`src/rtl/piano_pkg.sv`:
```
// Shared state, mode, note and ROM-field definitions for the piano datapath.
// The LEARN_WAIT state exists only when PLAY_SEQ_LEARN_EN is defined.
package piano_pkg;

   typedef enum logic [2:0] {
      S_IDLE       = 3'd0,
      S_FETCH      = 3'd1,
      S_WAIT_ROM   = 3'd2,
      S_PLAY       = 3'd3,
      S_GAP        = 3'd4,
`ifdef PLAY_SEQ_LEARN_EN
      S_LEARN_WAIT = 3'd5,
`endif
      S_DONE       = 3'd6
   } seq_state_t;

   typedef enum logic [2:0] {
      MODE_IDLE  = 3'b000,
      MODE_LEARN = 3'b001,
      MODE_AUTO  = 3'b010,
      MODE_FREE  = 3'b100
   } mode_t;

   typedef enum logic [3:0] {
      REST = 4'd0,
      DO   = 4'd1,
      RE   = 4'd2,
      MI   = 4'd3,
      FA   = 4'd4,
      SOL  = 4'd5,
      LA   = 4'd6,
      SI   = 4'd7
   } note_t;

   // ROM entry layout: {note[3:0], octave[1:0], dur[5:0]}
   localparam int ROM_W    = 12;
   localparam int NOTE_LSB = 8;
   localparam int NOTE_W   = 4;
   localparam int OCT_LSB  = 6;
   localparam int OCT_W    = 2;
   localparam int DUR_LSB  = 0;
   localparam int DUR_W    = 6;

   function automatic logic [6:0] note_onehot(input logic [3:0] note);
      logic [6:0] oh;
      oh = '0;
      if (note >= 4'(DO) && note <= 4'(SI))
         oh = 7'b1 << (note - 4'd1);
      return oh;
   endfunction

   function automatic logic [3:0] lowest_note(input logic [6:0] k);
      logic [3:0] n;
      n = 4'(REST);
      for (int i = 6; i >= 0; i--)
         if (k[i]) n = 4'(i + 1);
      return n;
   endfunction

endpackage

```
`src/rtl/tick_gen.sv`:
```
// Duration-tick divider: one-cycle strobe every DIV cycles, held at zero while restart is high.
module tick_gen #(
   parameter int DIV = 1_000_000
) (
   input  logic clk,
   input  logic reset,
   input  logic restart,
   output logic tick
);

   localparam int CNT_W = (DIV > 1) ? $clog2(DIV) : 1;
   localparam logic [CNT_W-1:0] LAST = CNT_W'(DIV - 1);

   logic [CNT_W-1:0] cnt;

   always_ff @(posedge clk or posedge reset) begin
      if (reset)
         cnt <= '0;
      else if (restart || cnt == LAST)
         cnt <= '0;
      else
         cnt <= cnt + 1'b1;
   end

   assign tick = !restart && (cnt == LAST);

endmodule

```
`src/rtl/play_sequencer.sv`:
```
// Piano sequencer: live keys (free), ROM song playback (auto) and key-gated playback (learn).
// Learn mode is compiled in only when PLAY_SEQ_LEARN_EN is defined; otherwise mode 001 is idle.
module play_sequencer
   import piano_pkg::*;
#(
   parameter int CLK_HZ    = 100_000_000,
   parameter int TICK_HZ   = 100,
   parameter int NUM_SONGS = 4,
   parameter int SONG_LEN  = 64,
   parameter int GAP_TICKS = 5,
   localparam int SONG_W   = $clog2(NUM_SONGS),
   localparam int STEP_W   = $clog2(SONG_LEN)
) (
   input  logic                     clk,
   input  logic                     reset,
   input  logic [2:0]               mode,
   input  logic [6:0]               keys,
   input  logic [1:0]               octave,
   input  logic [1:0]               song_select,
   output logic [SONG_W+STEP_W-1:0] rom_addr,
   input  logic [ROM_W-1:0]         rom_data,
   output logic [3:0]               note_out,
   output logic [1:0]               octave_out,
   output logic [6:0]               led_out,
   output logic [3:0]               song_num,
   output logic                     busy
);

   localparam int TCNT_W = ($clog2(GAP_TICKS + 1) > DUR_W) ? $clog2(GAP_TICKS + 1) : DUR_W;
   localparam logic [TCNT_W-1:0] GAP_LAST = TCNT_W'(GAP_TICKS - 1);

   seq_state_t        state;
   logic [2:0]        mode_q;
   logic [6:0]        keys_s1, keys_s2;
   logic [1:0]        sel_s1, sel_s2, sel_q;
   logic [SONG_W-1:0] song;
   logic [STEP_W-1:0] step;
   logic [TCNT_W-1:0] tick_cnt;
   logic [DUR_W-1:0]  dur_q;

   logic [3:0]        rom_note_raw, rom_note;
   logic [1:0]        rom_oct;
   logic [DUR_W-1:0]  rom_dur;
   logic [1:0]        sel_rise;
   logic              song_chg;
   logic [SONG_W-1:0] song_next;
   logic [STEP_W-1:0] step_inc;
   logic [TCNT_W-1:0] play_last;
   logic              is_free, is_auto, is_learn;
   logic              tick, tick_restart;

   assign rom_note_raw = rom_data[NOTE_LSB +: NOTE_W];
   assign rom_note     = (rom_note_raw > 4'(SI)) ? 4'(REST) : rom_note_raw;
   assign rom_oct      = rom_data[OCT_LSB +: OCT_W];
   assign rom_dur      = rom_data[DUR_LSB +: DUR_W];

   assign sel_rise  = sel_s2 & ~sel_q;
   assign song_chg  = sel_rise[0] ^ sel_rise[1];
   assign song_next = sel_rise[0] ? song + 1'b1 : song - 1'b1;
   assign step_inc  = step + 1'b1;
   assign play_last = TCNT_W'(dur_q) - 1'b1;
   assign song_num  = 4'(song);

   assign is_free = (mode == MODE_FREE);
   assign is_auto = (mode == MODE_AUTO);
`ifdef PLAY_SEQ_LEARN_EN
   assign is_learn = (mode == MODE_LEARN);
`else
   assign is_learn = 1'b0;
`endif

   // PLAY ends exactly on a tick, so the divider wraps to zero on entry to GAP by itself
   assign tick_restart = (state != S_PLAY) && (state != S_GAP);

   tick_gen #(
      .DIV(CLK_HZ / TICK_HZ)
   ) u_tick_gen (
      .clk(clk),
      .reset(reset),
      .restart(tick_restart),
      .tick(tick)
   );

   always_ff @(posedge clk or posedge reset) begin
      if (reset) begin
         keys_s1 <= '0;
         keys_s2 <= '0;
         sel_s1  <= '0;
         sel_s2  <= '0;
         sel_q   <= '0;
      end else begin
         keys_s1 <= keys;
         keys_s2 <= keys_s1;
         sel_s1  <= song_select;
         sel_s2  <= sel_s1;
         sel_q   <= sel_s2;
      end
   end

`ifdef PLAY_SEQ_LEARN_EN
   logic [6:0] keys_q;
   logic [6:0] key_rise;
   logic [3:0] note_q;
   logic [1:0] oct_q;

   assign key_rise = keys_s2 & ~keys_q;

   always_ff @(posedge clk or posedge reset) begin
      if (reset) keys_q <= '0;
      else       keys_q <= keys_s2;
   end
`endif

   always_ff @(posedge clk or posedge reset) begin
      if (reset) begin
         state      <= S_IDLE;
         mode_q     <= '0;
         song       <= '0;
         step       <= '0;
         tick_cnt   <= '0;
         dur_q      <= '0;
         rom_addr   <= '0;
         note_out   <= 4'(REST);
         octave_out <= '0;
         led_out    <= '0;
         busy       <= 1'b0;
`ifdef PLAY_SEQ_LEARN_EN
         note_q     <= 4'(REST);
         oct_q      <= '0;
`endif
      end else begin
         mode_q <= mode;
         if (mode != mode_q || song_chg) begin
            // Both mode and song changes restart the sequence from step 0 in silence
            if (mode == mode_q) song <= song_next;
            state    <= S_IDLE;
            step     <= '0;
            note_out <= 4'(REST);
            led_out  <= '0;
            busy     <= 1'b0;
         end else begin
            case (state)
               S_IDLE: begin
                  if (is_free) begin
                     note_out   <= lowest_note(keys_s2);
                     octave_out <= octave;
                     led_out    <= keys_s2;
                     busy       <= 1'b0;
                  end else if (is_auto || is_learn) begin
                     state    <= S_FETCH;
                     rom_addr <= {song, step};
                     note_out <= 4'(REST);
                     led_out  <= '0;
                     busy     <= 1'b1;
                  end else begin
                     note_out <= 4'(REST);
                     led_out  <= '0;
                     busy     <= 1'b0;
                  end
               end

               S_FETCH: state <= S_WAIT_ROM;

               S_WAIT_ROM: begin
                  dur_q <= rom_dur;
`ifdef PLAY_SEQ_LEARN_EN
                  note_q <= rom_note;
                  oct_q  <= rom_oct;
`endif
                  if (rom_dur == '0) begin
                     state <= S_DONE;
                     busy  <= 1'b0;
`ifdef PLAY_SEQ_LEARN_EN
                  end else if (is_learn && rom_note != 4'(REST)) begin
                     state    <= S_LEARN_WAIT;
                     note_out <= 4'(REST);
                     led_out  <= note_onehot(rom_note);
`endif
                  end else begin
                     state      <= S_PLAY;
                     tick_cnt   <= '0;
                     note_out   <= rom_note;
                     octave_out <= rom_oct;
                     led_out    <= note_onehot(rom_note);
                  end
               end

`ifdef PLAY_SEQ_LEARN_EN
               S_LEARN_WAIT: begin
                  if ((key_rise & note_onehot(note_q)) != '0) begin
                     state      <= S_PLAY;
                     tick_cnt   <= '0;
                     note_out   <= note_q;
                     octave_out <= oct_q;
                  end
               end
`endif

               S_PLAY: begin
                  if (tick) begin
                     if (tick_cnt == play_last) begin
                        state    <= S_GAP;
                        tick_cnt <= '0;
                        note_out <= 4'(REST);
                        led_out  <= '0;
                     end else begin
                        tick_cnt <= tick_cnt + 1'b1;
                     end
                  end
               end

               S_GAP: begin
                  if (tick) begin
                     if (tick_cnt == GAP_LAST) begin
                        tick_cnt <= '0;
                        if (&step) begin
                           state <= S_DONE;
                           busy  <= 1'b0;
                        end else begin
                           state    <= S_FETCH;
                           step     <= step_inc;
                           rom_addr <= {song, step_inc};
                        end
                     end else begin
                        tick_cnt <= tick_cnt + 1'b1;
                     end
                  end
               end

               S_DONE: begin
                  note_out <= 4'(REST);
                  led_out  <= '0;
                  busy     <= 1'b0;
               end

               default: state <= S_IDLE;
            endcase
         end
      end
   end

endmodule

```
`config.mk`:
```
export PLATFORM = sky130hd
export DESIGN_NAME = play_sequencer
export DESIGN_NICKNAME = d
export VERILOG_FILES = /design/src/rtl/piano_pkg.sv /design/src/rtl/tick_gen.sv /design/src/rtl/play_sequencer.sv
export SDC_FILE = /design/constraint.sdc
export NUM_CORES = 1
export LEC_CHECK = 0
export ABC_AREA = 1
export BUFFER_PORTS_ARGS = -buffer_cell sky130_fd_sc_hd__buf_2
export CAP_MARGIN = 10
export CELL_PAD_IN_SITES_DETAIL_PLACEMENT = 1
export CELL_PAD_IN_SITES_GLOBAL_PLACEMENT = 1
export CORE_MARGIN = 2
export CORE_UTILIZATION = 35
export DETAILED_ROUTE_END_ITERATION = 16
export PLACE_DENSITY_LB_ADDON = 0.12
export SYNTH_ARGS = -nofsm -noshare
export SYNTH_HDL_FRONTEND = slang
export SYNTH_SLANG_ARGS = --single-unit
```
`constraint.sdc`:
```
create_clock -name clk -period 3.3 [get_ports clk]
set_input_delay 0.495 -clock clk [delete_from_list [all_inputs] [get_ports clk]]
set_output_delay 0.495 -clock clk [all_outputs]
set_load 0.02 [all_outputs]
```
* Yosys cells after proc, flatten, opt, wreduce, memory -nomap -nowiden
Index checks and enable logic that the tools add are counted.
** Word-level totals
- Word-level logic and storage cells :: 152
- Flip-flop bits (word level) :: 88
- Bits of input ports :: 28
** Cells by class
- Bitwise operators :: 4
- Shift-type cells :: 1
- Reductions and logical operators :: 26
- $add $sub $neg :: 7
- $lt $le $gt $ge :: 3
- Equality and inequality tests :: 33
- Mux-type cells :: 61
** Operators with widths (count)
- 6-bit 2-to-1 mux :: 10
- 4-bit 2-to-1 mux :: 12
- 7-bit 2-to-1 mux :: 6
- 8-bit 2-to-1 mux :: 5
- 3-bit 2-to-1 mux :: 10
- 3-bit != test (second input constant) :: 10
- 7-bit one-hot mux with 4 select lines :: 1
- 20-bit by 1-bit adder with 20-bit output (second input constant) :: 1
- 20-bit == test (second input constant) :: 1
- 20-bit 2-to-1 mux :: 1
- 2-bit != test (second input constant) :: 10
- 3-bit one-hot mux with 6 select lines :: 1
- 6-bit one-hot mux with 3 select lines :: 1
- 4-bit one-hot mux with 4 select lines :: 1
- 8-bit one-hot mux with 2 select lines :: 1
- 7-bit AND reduction :: 2
- 6-bit by 1-bit adder with 6-bit output (second input constant) :: 2
- 4-bit AND reduction :: 3
- 5-bit AND reduction :: 2
- 2-bit nonzero test :: 5
- 5-bit nonzero test :: 2
- 3-bit by 2-bit == test with 1-bit output (second input constant) :: 3
- 3-bit == test (second input constant) :: 3
- 1-bit 2-to-1 mux :: 7
- other kinds (29) :: 35

* Logic depth before layout (Yosys ltp)
- Word-level depth :: 10
- Mapped depth :: 14
- Mapped depth without buffers :: 13

* Hierarchy
A second synthesis with hierarchy kept.
** Unflattened totals
- Cell total of the unflattened synthesis :: 614
- Area, all modules :: 4748.3 um2
** Modules (own cells, without submodules)
- play_sequencer :: area each 3528.4 um2, cells an instance 450, instances 1, seq. area each 1701.6 um2
- tick_gen :: area each 1219.9 um2, cells an instance 164, instances 1, seq. area each 500.5 um2

* Least setup slack after synthesis
Ideal clock, no wire load.
- Kind :: reg-to-reg
- From :: register dur_q[0]
- To :: register led_out[0]
- Setup slack :: 1580 ps
- Data required time :: 3182 ps
- Arrival :: 1602 ps
- Cell stages (with the launch flop) :: 14
- Period minus slack after synthesis :: 1720 ps
- Cell sequence :: dfrtp_1 > inv_1 > ha_1 > nand2_1 > nand2_1 > nor2_1 > nand3_1 > nor2_1 > nand2_1 > nand2_1 > nand2_1 > buf_4 > nand3_1 > nand2_1
** On the way
- Word-level cells in the longest chain between the ends :: 4
** Ends and longest elaborated chain
- from (decl) :: RTL line play_sequencer.sv:39 : logic [DUR_W-1:0] dur_q;
- from (signal assigned) :: RTL line play_sequencer.sv:165 : dur_q <= rom_dur;
- 6-bit by 1-bit subtractor with 6-bit output :: RTL line play_sequencer.sv:61 : assign play_last = TCNT_W'(dur_q) - 1'b1;
- 6-bit == test :: RTL line play_sequencer.sv:201 : if (tick_cnt == play_last) begin
- 3-bit != test (no line)
- 4-bit AND reduction (no line)
- to (signal assigned) :: RTL line play_sequencer.sv:147 : led_out <= keys_s2;
- to (signal assigned) :: RTL line play_sequencer.sv:184 : led_out <= note_onehot(rom_note);
- to (decl) :: RTL line play_sequencer.sv:24 : output logic [6:0] led_out,
Every way passes these cells.
A chain may end at the register's enable or synchronous reset.

* Final worst setup path
- From :: register dur_q[0]
- To :: register led_out[6]
The elaborated chain is that of the path after synthesis.

==> results.sh <==
export IMPL_row_count=42
export IMPL_avgViaCountPerCell=4.84
export IMPL_syn_inst=582
export IMPL_cp_arrival_ps=2640
export IMPL_p_leak_uw=0.00269
export IMPL_finalNetCount=669
export IMPL_critPathMostFrequentCell="nand2_1"
export IMPL_rr_startpoint="dur_q[0]"
export IMPL_placed_cells=799
export IMPL_outcome="finished clean"
export IMPL_max_freq_ghz=0.416
export IMPL_tns_ps=0
export IMPL_grt_pass1_vias=4272
export IMPL_gr_usage_all_layers_pct=17.7
export IMPL_synth_top_cell_area_share_pct=47.1
export IMPL_crit_start="dur_q[0]"
export IMPL_synth_ff_type="dfrtp_1"
export IMPL_ys_async_sr_fraction_pct=100
export IMPL_synth_edf_count=0
export IMPL_firstDrtPassIters=4
export IMPL_port_buffers=51
export IMPL_fin_cells=815
export IMPL_die_x_um=120
export IMPL_grt_overflow=0
export IMPL_crit_required_ps=3540
export IMPL_synthesis_area_mm2=0.00467
export IMPL_hold_slack_ps=249
export IMPL_clkTransAtPathRegs_ps=70
export IMPL_syn_area_per_cell_um2=8.03
export IMPL_clock_latency_ps=360
export IMPL_antenna_found_initial=0
export IMPL_tritoncts="built"
export IMPL_cts_resized=0
export IMPL_drv_slew=0
export IMPL_cts_setup_buffers=0
export IMPL_crit_fanout=16
export IMPL_holdBufCountCts=0
export IMPL_htree_levels=3
export IMPL_min_path_type="input pin to async pin"
export IMPL_vdd_drop_max_uv=330
export IMPL_max_cap_violations=0
export IMPL_yosysSeqAreaShare_pct=47.1
export IMPL_cts_buffer_depth=2
export IMPL_cp_cell_sequence="inv_1 > ha_1 > nand2_1 > nand2_1 > nor2_1 > nand3_1 > nor2_1 > nand2_1 > nand2_1 > nand2_1 > nand3_1 > nand2_1"
export IMPL_powerDensity_mw_per_mm2=452
export IMPL_start_util_pct=35.6
export IMPL_period_share_pct=72.9
export IMPL_cts_buffers_inserted=9
export IMPL_wirelength_um=11500
export IMPL_skew_ps=14.9
export IMPL_netlist_top_cells_count="139 x nand2_1, 88 x dfrtp_1, 67 x nor2_1"
export IMPL_io_pins=54
export IMPL_num_antenna_cells=0
export IMPL_tightest_slew_ps=749
export IMPL_hold_viol=0
export IMPL_final_antenna_net_count=0
export IMPL_hpwl_um=8500
export IMPL_grt_pass1_wl_um=20200
export IMPL_ys_types=40
export IMPL_criticalPathCategory="flip-flop to flip-flop"
export IMPL_die_area_mm2=0.0143
export IMPL_crit_path_start_kind="flip-flop"
export IMPL_post_dp_cell_area_mm2=0.00509
export IMPL_yosys_area_top_type="dfrtp_1"
export IMPL_worst_path_max_delay_cell="dfrtp_1"
export IMPL_drc=0
export IMPL_worstSetupEndpointType="flip-flop"
export IMPL_ys_seq_elements=88
export IMPL_relSlewSlack_pct=50.0
export IMPL_numClockSinks=88
export IMPL_setup_viol=0
export IMPL_synth_area_leaders="dfrtp_1 47%, nand2_1 11%, nand3_1 6.9%, nor2_1 5.4%, inv_1 5.1%"
export IMPL_r2r_slack_ps=890
export IMPL_rsz0062_at_grt="no"
export IMPL_fin_crit_ps=2410
export IMPL_yosysWarnings=0
export IMPL_gp_congestion=0.773
export IMPL_drtIter0Drc=138
export IMPL_cts_root_buf="clkbuf_16"
export IMPL_slowest_delay_ps=390
export IMPL_num_vias=3948
export IMPL_wl_per_cell_um=14.1
export IMPL_drive_gt1_share_pct=17.2
export IMPL_grt_start_max_net_pins=50
export IMPL_chipHeight_um=120
export IMPL_area_growth_pct=15.6
export IMPL_design_area_mm2=0.00540
export IMPL_core_area_mm2=0.0131
export IMPL_yosysMostFrequentCell="nand2_1"
==> critical path: cells and delay by family (launching register included) <==
kind,cells,cell delay (ps)
AND/OR/NAND/NOR,10,1450
flip-flops,1,390
adder cells (fa/ha/maj),1,270
buffers and inverters,1,170
==> per-stage QoR <==
step | setup WS (ps) | util (%) | total power, uW
detailed placement | 874 | 38.8 | 1410
CTS | 848 | 41.1 | 2490
finish | 893 | 41.1 | 2440
global route | 601 | 41.1 | 2570
floorplan | 526 | - | 1330
global placement | 1020 | 38.8 | 1400
==> path summary, 6_finish.rpt <==
path	to	depth (start not counted)
worst min-delay path	note_out[1]	2
worst max-delay path	led_out[6]	12
worst max register to register	led_out[6]	12
worst min register to register	keys_s2[6]	0
min in group clk	keys_s1[1]	1
max in group asynchronous	rom_addr[4]	3
==> kinds of logic (layout without fill, tap and decap cells) <==
kind of cell               count (synthesis)  count (layout)  share of synthesized area, %
DFF                                       88              88                          47.1
other                                      1               2                        0.0802
buffers and inverters                     82             138                          7.58
adders and majority gates                  7               7                          1.87
AOI/OAI and AO/OA                         59              59                          7.60
and+or+nand+nor                          324             324                          31.8
xor gates and xnor gates                  19              19                          3.56
muxes                                      2               2                         0.428
==> power breakdown <==
| group | switching (uW) | internal (uW) | total (uW) |
|---|---|---|---|
| Combinational | 158 | 75.4 | 233 |
| Clock | 427 | 628 | 1060 |
| Sequential | 29.5 | 1130 | 1160 |
| Total | 614 | 1830 | 2440 |
==> layer usage <==
metal  share of wire (%)  GRT usage, %  vias to the layer above
li1                    -             -                     1980
met1                  47          22.6                     1922
met2                  49          30.1                       36
met3                 2.3          3.33                       10
met4                 1.6          5.96                        0
met5                   0             0                        -
==> layout by cell type, fill, tap and decap left out, types with 2 or more instances in the layout <==
cell / n
a211oi_1: 2
a21oi_1: 20
a21oi_2: 3
a31oi_1: 2
buf_2: 51
buf_4: 2
clkbuf_16: 9
clkbuf_8: 2
clkinvlp_4: 3
conb_1: 2
dfrtp_1: 88
ha_1: 7
inv_1: 62
inv_2: 4
mux2i_1: 2
nand2_1: 139
nand2_2: 11
nand3_1: 64
nand4_1: 18
nor2_1: 67
nor2_2: 5
nor2_4: 2
nor3_1: 9
nor3_2: 2
o21a_1: 2
o21ai_0: 16
o21ai_2: 7
o22ai_1: 4
xnor2_1: 6
xor2_1: 13
==> registers in the layout (all words and copies together), names as in the netlist <==
signal          flops
sel_q               2
u_tick_gen.cnt     20
step                6
keys_s2             7
led_out             7
octave_out          2
busy                1
tick_cnt            6
song                2
mode_q              3
state               3
sel_s1              2
sel_s2              2
note_out            4
rom_addr            8
dur_q               6
keys_s1             7
==> final cells by class <==
| cell class | instances | area [um2] |
|---|---|---|
| clock buffer | 12 | 256 |
| clock inverter | 4 | 52.6 |
| fill | 1653 | 7740 |
| inverter | 68 | 259 |
| multi-input combinational | 413 | 2120 |
| sequential | 88 | 2200 |
| tap | 176 | 220 |
| timing repair buffer | 54 | 290 |
No activity file was read; power rests on OpenSTA's default activity.
